## src/rtl/nibble_serial_adder_if.sv

```systemverilog
// Operand/result handshake plus the drive/return lines of the shared 4-bit adder slice.
// The slave side is the serial adder controller; the master side is its environment.
interface nibble_serial_adder_if #(
    parameter int WIDTH = 16
);
    logic [WIDTH-1:0] a_in;
    logic [WIDTH-1:0] b_in;
    logic             c_in;
    logic             valid_in;
    logic             ready_out;

    logic [3:0]       adder_a_out;
    logic [3:0]       adder_b_out;
    logic             adder_c_out;
    logic [3:0]       adder_sum_in;
    logic             adder_carry_in;

    logic [WIDTH-1:0] sum_out;
    logic             carry_out;
    logic             sum_valid_out;
    logic             sum_ready_in;
    logic             busy_out;

    modport slave (
        input  a_in, b_in, c_in, valid_in,
        output ready_out,
        output adder_a_out, adder_b_out, adder_c_out,
        input  adder_sum_in, adder_carry_in,
        output sum_out, carry_out, sum_valid_out,
        input  sum_ready_in,
        output busy_out
    );

    modport master (
        output a_in, b_in, c_in, valid_in,
        input  ready_out,
        input  adder_a_out, adder_b_out, adder_c_out,
        output adder_sum_in, adder_carry_in,
        input  sum_out, carry_out, sum_valid_out,
        output sum_ready_in,
        input  busy_out
    );
endinterface

```

## src/rtl/nibble_serial_adder.sv

```systemverilog
// Adds two WIDTH-bit operands through one external 4-bit adder slice, LSB nibble first.
// Latency WIDTH/4 cycles after acceptance; result held in DONE until sum_ready_in.
module nibble_serial_adder #(
    parameter int WIDTH     = 16,
    parameter int NIB_CNT_W = 2
) (
    input  logic                 clk_in,
    input  logic                 rst_in,
    nibble_serial_adder_if.slave bus
);
    localparam int                     NIBBLES  = WIDTH / 4;
    localparam logic [NIB_CNT_W-1:0]   NIB_LAST = NIB_CNT_W'(NIBBLES - 1);

    localparam logic [1:0] ST_IDLE = 2'd0;
    localparam logic [1:0] ST_RUN  = 2'd1;
    localparam logic [1:0] ST_DONE = 2'd2;

    logic [1:0]           state_q, state_d;
    logic [WIDTH-1:0]     a_q, a_d;
    logic [WIDTH-1:0]     b_q, b_d;
    logic                 carry_q, carry_d;
    logic [NIB_CNT_W-1:0] nib_q, nib_d;
    logic [WIDTH-1:0]     acc_q, acc_d;
    logic [WIDTH-1:0]     sum_q, sum_d;
    logic                 cout_q, cout_d;

    logic                 in_idle, in_run, in_done;
    logic [WIDTH-1:0]     a_shift, b_shift;

    assign in_idle = (state_q == ST_IDLE);
    assign in_run  = (state_q == ST_RUN);
    assign in_done = (state_q == ST_DONE);

    assign a_shift = a_q >> {nib_q, 2'b00};
    assign b_shift = b_q >> {nib_q, 2'b00};

    // The slice is only fed while a nibble is actually being processed.
    always_comb begin
        bus.adder_a_out = 4'h0;
        bus.adder_b_out = 4'h0;
        bus.adder_c_out = 1'b0;
        if (in_run) begin
            bus.adder_a_out = a_shift[3:0];
            bus.adder_b_out = b_shift[3:0];
            bus.adder_c_out = carry_q;
        end
    end

    always_comb begin
        state_d = state_q;
        a_d     = a_q;
        b_d     = b_q;
        carry_d = carry_q;
        nib_d   = nib_q;
        acc_d   = acc_q;
        sum_d   = sum_q;
        cout_d  = cout_q;

        case (state_q)
            ST_IDLE: begin
                if (bus.valid_in) begin
                    a_d     = bus.a_in;
                    b_d     = bus.b_in;
                    carry_d = bus.c_in;
                    nib_d   = '0;
                    state_d = ST_RUN;
                end
            end
            ST_RUN: begin
                for (int i = 0; i < NIBBLES; i++) begin
                    if (nib_q == NIB_CNT_W'(i)) begin
                        acc_d[4*i +: 4] = bus.adder_sum_in;
                    end
                end
                carry_d = bus.adder_carry_in;
                // Visible result only changes once the final nibble lands.
                if (nib_q == NIB_LAST) begin
                    sum_d   = acc_d;
                    cout_d  = bus.adder_carry_in;
                    state_d = ST_DONE;
                end else begin
                    nib_d = nib_q + 1'b1;
                end
            end
            ST_DONE: begin
                if (bus.sum_ready_in) begin
                    state_d = ST_IDLE;
                end
            end
            default: begin
                state_d = ST_IDLE;
            end
        endcase
    end

    always_ff @(posedge clk_in) begin
        if (rst_in) begin
            state_q <= ST_IDLE;
            a_q     <= '0;
            b_q     <= '0;
            carry_q <= 1'b0;
            nib_q   <= '0;
            acc_q   <= '0;
            sum_q   <= '0;
            cout_q  <= 1'b0;
        end else begin
            state_q <= state_d;
            a_q     <= a_d;
            b_q     <= b_d;
            carry_q <= carry_d;
            nib_q   <= nib_d;
            acc_q   <= acc_d;
            sum_q   <= sum_d;
            cout_q  <= cout_d;
        end
    end

    assign bus.ready_out     = in_idle;
    assign bus.busy_out      = in_run;
    assign bus.sum_valid_out = in_done;
    assign bus.sum_out       = sum_q;
    assign bus.carry_out     = cout_q;
endmodule
```

## src/flat_wrapper.sv

```systemverilog
// flat-port wrapper written by rule: the top's interface ports become plain ports
module nibble_serial_adder_flat 
#(
    parameter int WIDTH     = 16,
    parameter int NIB_CNT_W = 2
)
  (clk_in, rst_in, bus_a_in, bus_b_in, bus_c_in, bus_valid_in, bus_ready_out, bus_adder_a_out, bus_adder_b_out, bus_adder_c_out, bus_adder_sum_in, bus_adder_carry_in, bus_sum_out, bus_carry_out, bus_sum_valid_out, bus_sum_ready_in, bus_busy_out);
  nibble_serial_adder_if #(.WIDTH(WIDTH)) bus_i ();
  input  logic clk_in;
  input  logic rst_in;
  input wire logic [$bits(bus_i.a_in)-1:0] bus_a_in;
  input wire logic [$bits(bus_i.b_in)-1:0] bus_b_in;
  input wire logic [$bits(bus_i.c_in)-1:0] bus_c_in;
  input wire logic [$bits(bus_i.valid_in)-1:0] bus_valid_in;
  output wire logic [$bits(bus_i.ready_out)-1:0] bus_ready_out;
  output wire logic [$bits(bus_i.adder_a_out)-1:0] bus_adder_a_out;
  output wire logic [$bits(bus_i.adder_b_out)-1:0] bus_adder_b_out;
  output wire logic [$bits(bus_i.adder_c_out)-1:0] bus_adder_c_out;
  input wire logic [$bits(bus_i.adder_sum_in)-1:0] bus_adder_sum_in;
  input wire logic [$bits(bus_i.adder_carry_in)-1:0] bus_adder_carry_in;
  output wire logic [$bits(bus_i.sum_out)-1:0] bus_sum_out;
  output wire logic [$bits(bus_i.carry_out)-1:0] bus_carry_out;
  output wire logic [$bits(bus_i.sum_valid_out)-1:0] bus_sum_valid_out;
  input wire logic [$bits(bus_i.sum_ready_in)-1:0] bus_sum_ready_in;
  output wire logic [$bits(bus_i.busy_out)-1:0] bus_busy_out;
  assign bus_i.a_in = bus_a_in;
  assign bus_i.b_in = bus_b_in;
  assign bus_i.c_in = bus_c_in;
  assign bus_i.valid_in = bus_valid_in;
  assign bus_ready_out = bus_i.ready_out;
  assign bus_adder_a_out = bus_i.adder_a_out;
  assign bus_adder_b_out = bus_i.adder_b_out;
  assign bus_adder_c_out = bus_i.adder_c_out;
  assign bus_i.adder_sum_in = bus_adder_sum_in;
  assign bus_i.adder_carry_in = bus_adder_carry_in;
  assign bus_sum_out = bus_i.sum_out;
  assign bus_carry_out = bus_i.carry_out;
  assign bus_sum_valid_out = bus_i.sum_valid_out;
  assign bus_i.sum_ready_in = bus_sum_ready_in;
  assign bus_busy_out = bus_i.busy_out;
  nibble_serial_adder #(.WIDTH(WIDTH), .NIB_CNT_W(NIB_CNT_W)) u_core (.clk_in(clk_in), .rst_in(rst_in), .bus(bus_i));
endmodule
```

## config.mk

```make
export PLATFORM = sky130hd
export DESIGN_NAME = nibble_serial_adder_flat
export DESIGN_NICKNAME = d
export VERILOG_FILES = /design/src/rtl/nibble_serial_adder_if.sv /design/src/rtl/nibble_serial_adder.sv /design/src/flat_wrapper.sv
export SDC_FILE = /design/constraint.sdc
export NUM_CORES = 1
export LEC_CHECK = 0
export BUFFER_PORTS_ARGS = -buffer_cell sky130_fd_sc_hd__clkbuf_2
export CELL_PAD_IN_SITES_DETAIL_PLACEMENT = 1
export CELL_PAD_IN_SITES_GLOBAL_PLACEMENT = 2
export CORE_AREA = 2 2 96 98
export CTS_CLUSTER_DIAMETER = 150
export DETAILED_ROUTE_END_ITERATION = 7
export DIE_AREA = 0 0 98 100
export GPL_ROUTABILITY_DRIVEN = 0
export PLACE_DENSITY_LB_ADDON = 0.1
export SYNTH_ARGS = -nofsm -noshare
export SYNTH_HDL_FRONTEND = slang
export SYNTH_SLANG_ARGS = --single-unit
```

## constraint.sdc

```tcl
create_clock -name clk_in -period 2.3 [get_ports clk_in]
set_input_delay 0.345 -clock clk_in [delete_from_list [all_inputs] [get_ports clk_in]]
set_output_delay 0.345 -clock clk_in [all_outputs]
set_load 0.02 [all_outputs]
```

# [Yosys cells after proc, flatten, opt, wreduce, memory -nomap -nowiden]
# Index checks and enable logic that the tools add are counted.
[op_classes] n_addsub=1 eq_ne=9 shifts=2 muxes=16 reduce_logical=8
[ops] cell="16-bit by 4-bit right shift with 4-bit output" n=2
[ops] cell="4-bit 2-to-1 mux" n=6
[ops] cell="2-bit 2-to-1 mux" n=5
[ops] cell="2-bit == test (second input constant)" n=3
[ops] cell="2-bit case mux with 3 select lines" n=1
[ops] cell="2-bit AND reduction" n=3
[ops] cell="3-bit AND reduction" n=2
[ops] cell="2-bit by 1-bit == test with 1-bit output (second input constant)" n=2
[ops] cell="2-bit zero test" n=2
[ops] cell="2-bit by 1-bit inequality test with 1-bit output (second input constant)" n=2
[ops] cell="2-bit inequality test (second input constant)" n=2
[ops] cell="2-bit case mux with 2 select lines" n=1
[ops] cell="2-bit by 1-bit adder with 2-bit output (second input constant)" n=1
[ops] cell="1-bit 2-to-1 mux" n=2
[ops] cell="1-bit case mux with 2 select lines" n=1
[ops] cell="2-bit nonzero test" n=1
[word_totals] register_bits=70 input_bits=42 out_inout_bits=29 word_cells=44

# [Depth between registers and ports, before layout]
# Gate-level depths: netlist (run 1).
[depth] word_depth=3 depth_mapped=7 ltp_nobuf=5

# [Worst setup path before layout (run 1)]
# OpenSTA, ideal clock, no wires.
[synth_timing] path_type="reg-to-output" start="register u_core.nib_q[0]" end="output port bus_adder_a_out[0]" arrival_ns=1.342 slack_ns=0.613 path_stages_with_launch=4 cell_sequence="dfxtp_1 buf_2 mux4_2 and2_1"
[synth_via] elab_chain_len=2
[synth_lines] element="start: declaration" line="nibble_serial_adder.sv:22" text="logic [NIB_CNT_W-1:0] nib_q, nib_d;"
[synth_lines] element="start signal: assignment" line="nibble_serial_adder.sv:111" text="nib_q <= nib_d;"
[synth_lines] element="16-bit by 4-bit right shift with 4-bit output" line="nibble_serial_adder.sv:34" text="assign a_shift = a_q >> {nib_q, 2'b00};"
[synth_lines] element="4-bit 2-to-1 mux" line="nibble_serial_adder.sv:42" text="if (in_run) begin"
[synth_lines] element="end: declaration" line="flat_wrapper.sv:16" text="output wire logic [$bits(bus_i.adder_a_out)-1:0] bus_adder_a_out;"
# Every way passes these cells.

# [Final worst setup path (run 1)]
[layout_timing] start="register u_core.nib_q[1]" end="output port bus_adder_b_out[1]"
[layout_via] elab_chain_len=2
[layout_lines] element="16-bit by 4-bit right shift with 4-bit output" line="nibble_serial_adder.sv:35" text="assign b_shift = b_q >> {nib_q, 2'b00};"
[layout_lines] element="4-bit 2-to-1 mux" line="nibble_serial_adder.sv:42"
[layout_lines] element="end: declaration" line="flat_wrapper.sv:17" text="output wire logic [$bits(bus_i.adder_b_out)-1:0] bus_adder_b_out;"
# Every way passes these cells.

==> results of run 1 <==
## how the worst max path moves through the flow
stage                         endpoint  cells after the start                            from
CTS                 bus_adder_a_out[3]                      3    u_core.nib_q[0]$_SDFFE_PP0P_
floorplan           bus_adder_a_out[0]                      3    u_core.nib_q[0]$_SDFFE_PP0P_
global route        bus_adder_b_out[3]                      3    u_core.nib_q[1]$_SDFFE_PP0P_
detailed placement  bus_adder_b_out[3]                      4  u_core.state_q[0]$_SDFFE_PP0P_
finish              bus_adder_b_out[1]                      3    u_core.nib_q[1]$_SDFFE_PP0P_
global placement    bus_adder_b_out[3]                      4  u_core.state_q[0]$_SDFFE_PP0P_
## metrics by stage
step	utilization, %	hold WS [ns]	power [mW]	cell area (sq um)	setup WS, ns
floorplan	-	0.433	1.44	2820	0.613
global placement	36.4	0.439	1.53	3230	0.320
detailed placement	36.4	0.448	1.54	3230	0.323
CTS	38.4	0.212	2.43	3420	0.0634
global route	38.5	0.213	2.54	3420	0.0623
finish	38.5	0.222	2.39	3420	0.178
## cells by family (layout without fill, tap and decap cells)
kind of cell    Yosys count  count (layout)  synth area share, %
fa+ha+maj                 4               4                 1.78
simple gates            137             137                 21.4
buf+inv                  30              97                 6.08
flops                    66              66                 46.9
compound gates           67              67                 13.2
mux                      20              20                 10.7
## state kept, by name, indices dropped and copies added (netlist names)
signal and flops:
u_core.a_q 16, u_core.b_q 16, u_core.bus.sum_out 16, u_core.acc_q 12, u_core.nib_q 2, u_core.state_q 2
u_core.bus.carry_out 1, u_core.carry_q 1
## power breakdown
group          switching, mW  internal [mW]  total, mW
clock network          0.447          0.442      0.889
registers             0.0335           1.19       1.22
logic                  0.161          0.118      0.279
total                  0.641           1.75       2.39
## synthesized netlist by cell type (all sizes together) (4+ instances only)
cell,instances,area (sq um)
clkbuf,9,33.8
mux2i,12,120
nand3b,5,37.5
ha,4,50.1
dfxtp,66,1320
a21oi,52,260
buf,18,126
nand2,86,323
nand3,12,60.1
mux4,8,180
nor2,16,60.1
and2,9,56.3
a211oi,12,90.1
## timing repair
item                                    in CTS  in global routing
gates resized for setup                      1                  2
setup buffers                                0                  0
endpoints found under the setup margin       9                  9
## routing by layer
metal	global-route usage [%]	vias up	share of wire [%]
met5	0	-	0
met2	26.8	50	48
met3	3.20	9	3.8
met4	6.73	0	1.8
met1	19.8	1184	47
li1	-	1220	-
## area by class of cell
| cell class | instances | area [sq um] | share of cell area, % |
|---|---|---|---|
| clock buffers | 11 | 151 | 4.43 |
| flip-flops and latches | 66 | 1320 | 38.7 |
| inverters | 3 | 13.8 | 0.403 |
| repair buffers | 79 | 430 | 12.6 |
| clock inverters | 4 | 27.5 | 0.805 |
| multi-input cells | 228 | 1330 | 39.0 |
| well taps | 111 | 139 | 4.06 |
## worst reg2reg max path: cells and delay by family (launching register included)
| kind | cells | cell delay [ns] |
|---|---|---|
| buffers and inverters | 1 | 0.22 |
| adder cells (fa/ha/maj) | 1 | 0.38 |
| flip-flops | 1 | 0.58 |
| AND/OR/NAND/NOR | 2 | 0.29 |
| AO/OA/AOI/OAI | 1 | 0.21 |
==> run metrics, run 1 <==
Warnings, synthesis=0; cell depth of the worst flop-to-flop path=5; Layout Nets=433; GR Util All Layers=15.8%; core footprint=8890 sq um; synth unique cells=28; hold bufs inserted after CTS=0; Hold Startpoint=bus_a_in[8]; crit-path cells=mux4_2, and2_1, clkbuf_2; Pwr Density=700 nW/um^2; Peak VDD IR=0.275 mV; syn_nets=370; Critical R2R Capture=u_core.bus.sum_out[11]$_SDFFE_PP0P_; vias=2463; Wirelength per Cell=14.6 um; hold depth=3; Fillers=1073; most frequent cells in the layout=nand2_1, clkbuf_2, dfxtp_1; Critical Path RT=1.96 ns; remaining global-route overflow=0; Initial Utilization=31.7%; initial DRC count=45; slowest stage delay, CP=0.58 ns; die area=9800 sq um; final setup fails=0; fmax=471 MHz; Syn Inst Count=324; Antenna Nets Post-Route=0; area grow syn2layout=21.3%; global-route wire length before repair=12300 um; clock-pin slew on the worst setup and hold paths=0.08 ns; crit-path leading delay family=flip-flops; H-Tree Depth=3; sequential-to-total area share from yosys stat=46.9%; CTS tree=done; post-route setup TNS=0 ns; DRC viols=0; most common cell after layout, fill and taps aside=nand2_1; post-synthesis cell area=2820 sq um; final worst-path cycle share=92.3%; Pins Over Slew Limit=0; Reg2Reg Setup Slack=0.54 ns; Hold Vio Cnt, Final=0; # placed instances=487; Leakage=1.36 nW; Post-synth EDFFs=0; CP Launch Type=flop; time the worst path needs with I/O delays and setup=2.12 ns; Port Buf Inserts=70; worst slew pin tran=0.607 ns; clk_lat worst skew=0.34 ns; post-detail-place hpwl=4990 um; final non-filler cell total=502; antenna fix cells=0; die height=100 um; RSZ-0062 raised after global routing=false; CP max-delay cell=dfxtp_1; CTS root buffer=clkbuf_8; Crit Path Max Fanout=8; fraction of layout cells with a size suffix above 1=27.1%; Reg-to-Reg Start=u_core.nib_q[1]$_SDFFE_PP0P_; WL final=7320 um; Setup crit end kind=output pin; vias in the first global route=2499; Async S/R FF share, synth=0%; synthesized area per cell=8.70 sq um; arrival time at the worst endpoint=1.78 ns; num ports=71; first-pass iteration count of the detailed router=4; die width=98 um; worst setup path category=flop to output pin; Cell Rows=35; max_cap viols=0; Hold Crit Class=input pin to flop; commonest register cell after synthesis=dfxtp_1; Worst Path Buf+Inv=1; clock sink total=66; initial antenna violation count=0; status=completed; hold path endpoint=u_core.a_q[8]$_SDFFE_PP0P_; Worst Skew=0.00961 ns; TritonCTS Buffers=9; largest net degree at the start of global routing=37; Max clock buf depth=2; Via density=4.91; flops & latches, synth=66; worst rel slew slack=59.5%
No activity file was read; power rests on OpenSTA's default activity.
==> inputs of run 2 (changes only) <==
--- a/config.mk
+++ b/config.mk
@@ -14,6 +14,7 @@
 export DIE_AREA = 0 0 98 100
 export GPL_ROUTABILITY_DRIVEN = 0
 export PLACE_DENSITY_LB_ADDON = 0.1
+export RECOVER_POWER = 100
 export SYNTH_ARGS = -nofsm -noshare
 export SYNTH_HDL_FRONTEND = slang
 export SYNTH_SLANG_ARGS = --single-unit
==> run 2 against run 1 <==
Non-clock buffer count stayed put. Utilization is 0.39 points lower. Via count is 0.32% lower. Clock power hardly changed. Die area stayed put. Count of clock-buffer cells in the layout stayed put. Flip-flop and latch count stayed put. First-iteration DRC count is 13% higher. Critical path depth stayed put. Cell count stayed put. Clock skew is 0.0012 ns lower. Sequential power hardly changed. Critical path type unchanged. Largest power group unchanged. Highest routed layer unchanged.
==> run metrics, run 2 (synthesized netlist as in run 1, its figures left out) <==
CP Launch Point=u_core.nib_q[1]$_SDFFE_PP0P_; Setup crit end kind=output pin; final worst-path cycle share=92.4% (+0.10 points); CP Launch Type=flop; multi-input logic area=1330 sq um (unchanged); H-Tree Depth=3 (unchanged); status=completed; crit-path cells=mux4_2, and2_0, clkbuf_2; Initial Utilization=31.7% (unchanged); most frequent cells in the layout=nand2_1, dfxtp_1, clkbuf_2; vias in the first global route=2499 (unchanged); Min Hold Slack=0.223 ns (+0.00172 ns); die area=9800 sq um (unchanged); placed inst area=3230 sq um (unchanged); CTS tree=done; Hold Vio Cnt, Final=0 (unchanged); crit-path leading delay family=flip-flops; Critical Path RT=1.96 ns (about the same); Cell Rows=35 (unchanged); die width=98 um (unchanged); CP max-delay cell=dfxtp_1; sw power=0.639 mW (-0.38%); clock-pin slew on the worst setup and hold paths=0.07 ns (about the same); Max clock buf depth=2 (unchanged); Layout Nets=433 (unchanged); Hold Crit Class=input pin to flop; most common cell after layout, fill and taps aside=nand2_1; initial antenna violation count=0 (unchanged); area grow syn2layout=20.0%; worst slew pin tran=0.741 ns (+0.134 ns); worst setup path end=bus_adder_b_out[1]; core footprint=8890 sq um (unchanged); Worst Path Buf+Inv=1 (unchanged); clock sink total=66 (unchanged); time the worst path needs with I/O delays and setup=2.12 ns (+0.00239 ns); fmax=471 MHz (-0.11%); Port Buf Inserts=70 (unchanged); initial DRC count=51 (+13%); Critical R2R Capture=u_core.bus.sum_out[10]$_SDFFE_PP0P_; WL final=7320 um (about the same); CTS root buffer=clkbuf_8; cell depth of the worst flop-to-flop path=5 (unchanged); Reg2Reg Setup Slack=0.45 ns (-0.09 ns); Pwr Density=705 nW/um^2 (+0.80%); clock share of power=37.1% (about the same); post-detail-place hpwl=4990 um (unchanged); antenna fix cells=0 (unchanged); Antenna Nets Post-Route=0 (unchanged); clk_lat worst skew=0.34 ns (about the same); remaining global-route overflow=0 (unchanged); die height=100 um (unchanged); GR Util All Layers=15.8% (unchanged); sequential power share=51.3% (about the same); first-pass iteration count of the detailed router=4 (unchanged); Leakage=1.28 nW (-5.8%); Fillers=1084 (+1.0%); largest net degree at the start of global routing=37 (unchanged); RSZ-0062 raised after global routing=false; global-route wire length before repair=12300 um (unchanged); Reg-to-Reg Start=u_core.nib_q[1]$_SDFFE_PP0P_; worst rel slew slack=50.6% (-8.9 points); Worst Skew=0.00838 ns (-0.00123 ns); vias=2455 (-0.32%); max_cap viols=0 (unchanged); Worst path depth=3 (unchanged); final setup fails=0 (unchanged); Post-CTS Setup Inserts=0 (unchanged); Peak VDD IR=0.274 mV (-0.24%); Int Power=1.75 mW (-0.17%); fraction of layout cells with a size suffix above 1=22.0% (-5.1 points); num ports=71 (unchanged); TritonCTS Buffers=9 (unchanged); Gate power share=11.6% (about the same); arrival time at the worst endpoint=1.78 ns (about the same); sw frac=26.8% (-0.040 points); register area=1320 sq um (unchanged); post-route setup TNS=0 ns (unchanged); worst setup path category=flop to output pin; Pins Over Slew Limit=0 (unchanged); Final Cell Area=3380 sq um (-1.0%); slowest stage delay, CP=0.58 ns (about the same); Wirelength per Cell=14.6 um (about the same); DRC viols=0 (unchanged); Crit Path Max Fanout=8 (unchanged); Via density=4.89 (-0.32%)
-- run 2: changes by cell type in the layout (fill, tap and decap cells not counted), sizes merged --
cell,delta
buf,-4
clkbuf,+4
-- run 2: routing by layer --
metal,global-route usage [%],share of wire (%),vias to the layer above
met1,19.8,47,1180
met2,26.8,48,48
met3,3.20,3.5,9
li1,-,-,1218
met5,0,0,-
met4,6.73,1.8,0
-- run 2: what timing repair did --
action	4_1_cts	5_1_grt
resized for setup	1	2
hold buffers	0	0
endpoints found under the setup margin	9	9
-- run 2: worst min-delay path, delay by kind of cell --
family	cells	cell delay [ns]
buf+inv	1	0.08
simple gates	1	0.04
compound gates	1	0.05
-- run 2: power by group through the flow --
stage	registers [mW]	clock network, mW	logic, mW
floorplan	1.23	0	0.202
global placement	1.25	0	0.281
detailed placement	1.25	0	0.285
CTS	1.22	0.922	0.287
global route	1.23	0.989	0.312
finish	1.22	0.886	0.277
-- run 2: stage by stage --
| step | setup WS (ns) | utilization [%] | power [mW] | instances |
|---|---|---|---|---|
| 6_report | 0.176 | 38.1 | 2.39 | 502 |
| 5_1_grt | 0.0499 | 38.1 | 2.53 | 502 |
| 4_1_cts | 0.0634 | 38.4 | 2.43 | 502 |
| 3_5_place_dp | 0.323 | 36.4 | 1.54 | 487 |
| 3_3_place_gp | 0.320 | 36.4 | 1.53 | 487 |
| 2_1_floorplan | 0.613 | - | 1.44 | 324 |
-- run 2: layout make-up --
cell class | instances | share of cell area [%]
tap | 111 | 4.11
clock buffer | 11 | 4.47
multi-input combinational | 228 | 39.4
timing repair buffer | 79 | 11.7
sequential | 66 | 39.1
clock inverter | 4 | 0.814
inverter | 3 | 0.407
-- run 2: worst min-delay path by stage --
stage / cells after the start / from / end / slack [ns]
after floorplan: 2 / u_core.a_q[10]$_SDFFE_PP0P_ / u_core.a_q[10]$_SDFFE_PP0P_ / 0.43
after global placement: 2 / u_core.b_q[0]$_SDFFE_PP0P_ / u_core.b_q[0]$_SDFFE_PP0P_ / 0.44
after detailed placement: 2 / u_core.a_q[3]$_SDFFE_PP0P_ / u_core.a_q[3]$_SDFFE_PP0P_ / 0.45
after CTS: 3 / bus_a_in[5] / u_core.a_q[5]$_SDFFE_PP0P_ / 0.21
after global routing: 3 / bus_a_in[5] / u_core.a_q[5]$_SDFFE_PP0P_ / 0.21
final: 3 / bus_a_in[8] / u_core.a_q[8]$_SDFFE_PP0P_ / 0.22
